<file path="src/rtl/key_cond_pkg.sv">
// Shared types and elaboration helpers for the push-button conditioner.
package key_cond_pkg;

    typedef enum logic [1:0] {
        IDLE,
        PRESS_WAIT,
        HELD,
        RELEASE_WAIT
    } key_state_e;

    // Millisecond interval to clock cycles; never returns 0 so counters always have a terminal value.
    function automatic int unsigned ms_to_cycles(input int unsigned clk_hz, input int unsigned ms);
        int unsigned cyc;
        cyc = (clk_hz / 32'd1000) * ms;
        return (cyc == 32'd0) ? 32'd1 : cyc;
    endfunction

endpackage

</file>
<file path="src/rtl/key_debounce_ch.sv">
// One key channel: 2-flop synchroniser, debounce state machine, press pulse.
// Optional auto-repeat pulses while held when KEYCOND_AUTOREPEAT_EN is defined.
module key_debounce_ch
    import key_cond_pkg::*;
#(
    parameter int unsigned DEBOUNCE_CYC = 1
`ifdef KEYCOND_AUTOREPEAT_EN
    ,
    parameter int unsigned REPEAT_DELAY_CYC  = 1,
    parameter int unsigned REPEAT_PERIOD_CYC = 1
`endif
) (
    input  logic clock,
    input  logic reset_n,
    input  logic key_n,
    output logic level,
    output logic pulse
);

    localparam int unsigned CNT_W = $clog2(DEBOUNCE_CYC + 1);

    logic [1:0]       sync;
    logic             pressed_s;
    key_state_e       state;
    logic [CNT_W-1:0] cnt;

`ifdef KEYCOND_AUTOREPEAT_EN
    localparam int unsigned RPT_MAX = (REPEAT_DELAY_CYC > REPEAT_PERIOD_CYC) ?
                                      REPEAT_DELAY_CYC : REPEAT_PERIOD_CYC;
    localparam int unsigned RPT_W   = $clog2(RPT_MAX + 1);

    logic [RPT_W-1:0] rpt_cnt;
    logic [RPT_W-1:0] rpt_last;
    logic             rpt_first;

    // First repeat waits the long delay, later ones the short period.
    assign rpt_last = rpt_first ? RPT_W'(REPEAT_DELAY_CYC - 1) : RPT_W'(REPEAT_PERIOD_CYC - 1);
`endif

    // Reset to released so a held key is seen as a fresh press after reset.
    always_ff @(posedge clock or negedge reset_n) begin
        if (!reset_n) begin
            sync <= 2'b11;
        end else begin
            sync <= {sync[0], key_n};
        end
    end

    assign pressed_s = ~sync[1];

    always_ff @(posedge clock or negedge reset_n) begin
        if (!reset_n) begin
            state <= IDLE;
            cnt   <= '0;
            level <= 1'b0;
            pulse <= 1'b0;
`ifdef KEYCOND_AUTOREPEAT_EN
            rpt_cnt   <= '0;
            rpt_first <= 1'b1;
`endif
        end else begin
            pulse <= 1'b0;
            case (state)
                IDLE: begin
                    if (pressed_s) begin
                        state <= PRESS_WAIT;
                        cnt   <= CNT_W'(1);
                    end
                end
                PRESS_WAIT: begin
                    if (!pressed_s) begin
                        state <= IDLE;
                        cnt   <= '0;
                    end else if (cnt == CNT_W'(DEBOUNCE_CYC)) begin
                        state <= HELD;
                        cnt   <= '0;
                        pulse <= 1'b1;
                        level <= 1'b1;
`ifdef KEYCOND_AUTOREPEAT_EN
                        rpt_cnt   <= '0;
                        rpt_first <= 1'b1;
`endif
                    end else begin
                        cnt <= cnt + CNT_W'(1);
                    end
                end
                HELD: begin
                    if (!pressed_s) begin
                        state <= RELEASE_WAIT;
                        cnt   <= CNT_W'(1);
                    end
`ifdef KEYCOND_AUTOREPEAT_EN
                    else if (rpt_cnt == rpt_last) begin
                        pulse     <= 1'b1;
                        rpt_cnt   <= '0;
                        rpt_first <= 1'b0;
                    end else begin
                        rpt_cnt <= rpt_cnt + RPT_W'(1);
                    end
`endif
                end
                RELEASE_WAIT: begin
                    // Repeat counter holds its value here so a release bounce does not restart it.
                    if (pressed_s) begin
                        state <= HELD;
                        cnt   <= '0;
                    end else if (cnt == CNT_W'(DEBOUNCE_CYC)) begin
                        state <= IDLE;
                        cnt   <= '0;
                        level <= 1'b0;
`ifdef KEYCOND_AUTOREPEAT_EN
                        rpt_cnt   <= '0;
                        rpt_first <= 1'b1;
`endif
                    end else begin
                        cnt <= cnt + CNT_W'(1);
                    end
                end
                default: begin
                    state <= IDLE;
                    cnt   <= '0;
                    level <= 1'b0;
                end
            endcase
        end
    end

endmodule

</file>
<file path="src/rtl/key_conditioner.sv">
// Debounced level and press pulse for NUM_KEYS active-low push-buttons.
// Define KEYCOND_AUTOREPEAT_EN to add hold-to-repeat pulses.
module key_conditioner
    import key_cond_pkg::*;
#(
    parameter int unsigned NUM_KEYS         = 3,
    parameter int unsigned CLK_HZ           = 50_000_000,
    parameter int unsigned DEBOUNCE_MS      = 20,
    parameter int unsigned REPEAT_DELAY_MS  = 500,
    parameter int unsigned REPEAT_PERIOD_MS = 100
) (
    input  logic                clock,
    input  logic                reset_n,
    input  logic [NUM_KEYS-1:0] key_n,
    output logic [NUM_KEYS-1:0] key_level,
    output logic [NUM_KEYS-1:0] key_pulse
);

    localparam int unsigned DEBOUNCE_CYC = ms_to_cycles(CLK_HZ, DEBOUNCE_MS);
`ifdef KEYCOND_AUTOREPEAT_EN
    localparam int unsigned REPEAT_DELAY_CYC  = ms_to_cycles(CLK_HZ, REPEAT_DELAY_MS);
    localparam int unsigned REPEAT_PERIOD_CYC = ms_to_cycles(CLK_HZ, REPEAT_PERIOD_MS);
`endif

    for (genvar i = 0; i < NUM_KEYS; i++) begin : g_ch
        key_debounce_ch #(
            .DEBOUNCE_CYC     (DEBOUNCE_CYC)
`ifdef KEYCOND_AUTOREPEAT_EN
            ,
            .REPEAT_DELAY_CYC (REPEAT_DELAY_CYC),
            .REPEAT_PERIOD_CYC(REPEAT_PERIOD_CYC)
`endif
        ) u_ch (
            .clock  (clock),
            .reset_n(reset_n),
            .key_n  (key_n[i]),
            .level  (key_level[i]),
            .pulse  (key_pulse[i])
        );
    end

endmodule

</file>
<file path="config.mk">
export PLATFORM = sky130hd
export DESIGN_NAME = key_conditioner
export DESIGN_NICKNAME = d
export VERILOG_FILES = /design/src/rtl/key_cond_pkg.sv /design/src/rtl/key_debounce_ch.sv /design/src/rtl/key_conditioner.sv
export SDC_FILE = /design/constraint.sdc
export NUM_CORES = 1
export LEC_CHECK = 0
export BUFFER_PORTS_ARGS = -buffer_cell sky130_fd_sc_hd__buf_2
export CORE_ASPECT_RATIO = 1.5
export CORE_MARGIN = 4
export CORE_UTILIZATION = 45
export DETAILED_ROUTE_END_ITERATION = 10
export PLACE_DENSITY_LB_ADDON = 0.1
export SLEW_MARGIN = 20
export SYNTH_ARGS = -nofsm -noshare
export SYNTH_HDL_FRONTEND = slang
export SYNTH_HIERARCHICAL = 1
export SYNTH_SLANG_ARGS = --single-unit
</file>
<file path="constraint.sdc">
create_clock -name clock -period 2.55 [get_ports clock]
set_input_delay 0.3825 -clock clock [delete_from_list [all_inputs] [get_ports clock]]
set_output_delay 0.3825 -clock clock [all_outputs]
set_load 0.005 [all_outputs]
</file>
Word level (Yosys, flattened, before mapping)
Cells that the tools add are included.

Bits in registers: 78. Latch bits: 0. RAM bits: 0. ROM bits: 0. Output and inout bits: 6. Logic and storage cells: 132. Memories kept: 0.

Add/sub/neg operators: 3. $mul: 0. Divide/modulo/power cells: 0. Magnitude comparators: 0. Equality and inequality tests: 36. Shift operators: 0. Mux-type cells: 63. Bitwise logic cells: 0. Reduce and logical (&&, ||, !) cells: 15.

Operators by type and width (count): 20-bit two-way mux (15); 20-bit one-hot mux with 4 select lines (3); 20-bit by 1-bit adder with 20-bit output, second input constant (3); 20-bit equality test, second input constant (3); 2-bit two-way mux (18); 2-bit by 1-bit inequality test with 1-bit output, second input constant (12); 2-bit one-hot mux with 4 select lines (3); 1-bit two-way mux (21); 5-bit AND reduction (3); 2-bit equality test, second input constant (6); 2-bit inequality test, second input constant (6); 4-bit AND reduction (3); 3-bit by 1-bit inequality test with 1-bit output, second input constant (3); 3-bit inequality test, second input constant (3); 2-bit by 1-bit equality test with 1-bit output, second input constant (3); 2-bit logical NOT (3); 1-bit one-hot mux with 2 select lines (3); 2-bit AND reduction (3); 2-bit nonzero test (3).

Depth between registers and ports, before layout
Depth in word-level cells: 4. Gate-level depth with buffers: 9. Depth with buffers taken out: 7.

By module
Netlist, hierarchy kept.

Modules (own cells, without submodules): key_debounce_ch (g_ch[0].u_ch ...) (instances 2, cells an instance 157, area an instance 1457.6 µm², sequential area each 653.1 µm²); key_debounce_ch (g_ch[2].u_ch) (instances 1, cells an instance 145, area an instance 1403.8 µm², sequential area each 653.1 µm²).

Least setup slack after synthesis
Ideal clock, no wire load.

Kind: register to register. From: register g_ch[2].u_ch.cnt[0]. To: register g_ch[2].u_ch.cnt[3]. Arrival: 1.963 ns. Required time: 2.429 ns. Setup slack: 0.466 ns. Stages on the path, launching flop included: 9. Buffers on the path: 2. Cell sequence: dfrtp_1 inv_1 ha_1 or4b_4 nor4_4 a21oi_2 buf_6 buf_6 a22o_1.

Longest elaborated chain between the ends: 4. Elaborated cells between the ends (all ways): 6. Those cells by class: add/sub (1); eq/ne (1); mux (4).

RTL lines: start, declared (RTL line key_debounce_ch.sv:25) `logic [CNT_W-1:0] cnt;`; start signal, assigned (RTL line key_debounce_ch.sv:84) `cnt <= cnt + CNT_W'(1);`; start signal, assigned (RTL line key_debounce_ch.sv:116) `cnt <= cnt + CNT_W'(1);`; 20-bit by 1-bit adder with 20-bit output / 20-bit equality test (equally long branches); 20-bit two-way mux * (RTL line key_debounce_ch.sv:74, key_debounce_ch.sv:107); 20-bit two-way mux, on equally long branches (RTL line key_debounce_ch.sv:104, key_debounce_ch.sv:71); 20-bit one-hot mux with 4 select lines * (RTL line key_debounce_ch.sv:63) `case (state)`.

Mark *: on every way between the ends. The rest lies on a longest branch, timed or not. A chain may end at the register's enable or synchronous reset.

Worst setup path after layout
Ends and elaborated chain as after synthesis.

==> metrics.yaml <==
floorplanning:
  core_mm2: 0.00931
  die_w_um: 88.0
  boundaryPins: 11
  rows: 43
  die_area_mm2: 0.0113
  die_h_um: 128
  initial_core_util_pct: 46.4
yosys:
  synth_ff_type: "dfrtp_1"
  ys_ff_latch: 78
  synth_warnings: 6
  synth_edf_count: 0
  synth_nets: 470
  syn_area_mm2: 0.00432
  ys_seq_area_share_pct: 45.4
  ys_types: 47
  avgSynthCellArea_um2: 9.41
  synthCells: 459
  async_flop_share_pct: 100
final_layout:
  diodes: 0
  fill_cells: 852
  drive_gt1_share_pct: 12.5
  nets: 479
  final_common_cell: "dfrtp_1"
  final_cell_mix: "dfrtp_1 (72), nand2_1 (62), nand3_1 (42), a31oi_1 (29), a21oi_1 (25)"
  syn2layout_area_growth_pct: 9.94
clock_network:
  h-tree-depth: 3
  insertion_delay_ps: 340
  cts.sinks: 78
  cts_tree: "yes"
  postCtsSetupBuffers: 0
  clockBufferDepth: 2
  holdBufCountCts: 0
  clk_pin_slew_worst_paths_ps: 60
  numCtsBuffers: 9
  cts-root-buf: "clkbuf_16"
  cts_resized: 0
critical_path:
  r2r-end: "g_ch[2].u_ch/cnt[3]"
  cp_max_fo: 31
  reg2reg_slack_ps: 250
  cp-start-kind: "flip-flop"
  critPathRequiredTime_ps: 2770
  r2r_cells: 7
  rr_startpoint: "g_ch[2].u_ch/cnt[0]"
  cp-end-kind: "flip-flop"
  path_class: "reg2reg"
  cp.arrival_ps: 2530
worst_hold_path:
  min_path_type: "in2async"
sta:
  worst_slew_pin_slew_ps: 730
  min_period_over_period_pct: 90.3
  clock_skew_ps: 6.01
  finalSetupViolations: 0
  drv_slew: 0
  fin_crit_ps: 2300
  fmax_mhz: 434
  hold_violations: 0
  maxSlewHeadroom_pct: 50.9
  rsz0062_at_grt: "false"
  fin_tns_setup_ps: 0
power_and_ir_drop:
  ir_drop_mv: 0.473
  power_density_mw_per_mm2: 766
  p_leak_nw: 2.02
  power.total_mw: 3.64
drt:
  ant_nets: 0
  drc: 0
  finalWirelength_um: 9570
  wl_per_cell_um: 16.4
  drt-pass1-iter-count: 4
  vias_per_cell: 6.01
  first_iter_violations: 166
  via_count: 3515
global_routing:
  track_usage_pct: 18.6
  grt_overflow_total: 0
  grt_pass1_wl_um: 16500
  grt_start_max_net_pins: 44
  grt_pass1_vias: 3439
  antenna_found_initial: 0
place:
  gp_congestion: 0.822
  portBuffers: 10
  post-dp-hpwl_um: 6650
flow_run:
  maxCapViolCount: 0
run_status:
  status: "finished, final reports clean"
-- worst max-delay path by stage --
stage / start / endpoint / slack [ps] / cells past startpoint
after floorplan: g_ch[2].u_ch/cnt[0] / g_ch[2].u_ch/cnt[3] / 470 / 8
after global placement: g_ch[2].u_ch/cnt[0] / g_ch[2].u_ch/cnt[9] / 230 / 7
after detailed placement: g_ch[2].u_ch/cnt[0] / g_ch[2].u_ch/cnt[18] / 140 / 7
after CTS: g_ch[2].u_ch/cnt[0] / g_ch[2].u_ch/cnt[18] / 100 / 7
after global routing: g_ch[2].u_ch/cnt[0] / flip-flop / 100 / 7
final: g_ch[2].u_ch/cnt[0] / g_ch[2].u_ch/cnt[3] / 250 / 7
-- where the power goes --
group,internal (mW),switching [mW]
Sequential,1.35,0.143
Combinational,0.361,0.595
Clock,0.711,0.482
Total,2.42,1.22
-- cell type report --
type                            count  area (um^2)  share of cell area, %
Clock inverter                      3         20.0                  0.422
Timing Repair Buffer               24          158                   3.32
Tap cell                          112          140                   2.95
Sequential cell                    78         1960                   41.3
Clock buffer                       13          260                   5.48
Inverter                           12         45.0                  0.949
Multi-Input combinational cell    343         2170                   45.6
-- worst max-delay path, cell delays in order, from the launching register on --
cell and delay (ps):
dfrtp_1 420, inv_1 100, ha_1 150, or4b_4 470, nor4_4 380, a21oi_4 260, a21o_1 240, a22o_1 170
-- metal layers --
layer  vias to the layer above  share of wire [%]  track usage [%]
li1                       1716                  -                -
met1                      1725                 44             23.4
met2                        54                 51             30.6
met3                        20                2.6             3.34
met4                         0                2.8             8.49
met5                         -                  0                0
-- cells in the mapped netlist, types with 5 or more instances --
cell       n  share of area, %
a21o_1    17               3.0
xor2_1     5               1.0
or2b_1     5              0.87
o21ai_0   17               2.0
dfstp_2    6               3.7
dfrtp_1   72                42
or4_1      6               1.0
inv_1     12               1.0
nor2_1    17               1.5
nor3_1    12               1.4
xnor2_1    5               1.0
nand4_1   13               1.9
a41oi_1    7               1.4
nand3_1   42               4.9
mux2i_1   11               2.5
ha_1       6               1.7
nand2_1   62               5.4
a31oi_1   29               4.2
clkbuf_1   9              0.78
and4_1     8               1.6
nor4_1     5              0.72
buf_6      9               2.3
a21oi_1   25               2.9
-- sequential cells by signal (all words and copies together), names as in the netlist, named ones only --
signal and count:
g_ch.u_ch/state 3, g_ch.u_ch/level 3, g_ch.u_ch/pulse 3, g_ch.u_ch/sync 6, g_ch.u_ch/cnt 60
-- kinds of logic (layout without fill, tap and decap cells) --
kind of cell	after synthesis	count (layout)	share of synthesized area [%]
mux	11	11	2.55
compound gates	113	113	17.0
flops	78	78	45.4
fa+ha+maj	6	6	1.74
buf+inv	38	52	5.01
xor+xnor	10	10	2.03
simple gates	203	203	26.3
-- metrics by stage --
stage	util [%]	worst slack, ps	hold slack, ps	instances	instance area, um^2
after floorplan	-	466	86.9	459	4320
after global placement	47.8	227	346	569	4450
after detailed placement	47.8	140	347	569	4450
after CTS	50.8	105	56.9	585	4730
after global routing	51.0	101	87.6	585	4750
final	51.0	247	37.0	585	4750
(Power assumes the default switching activity.)
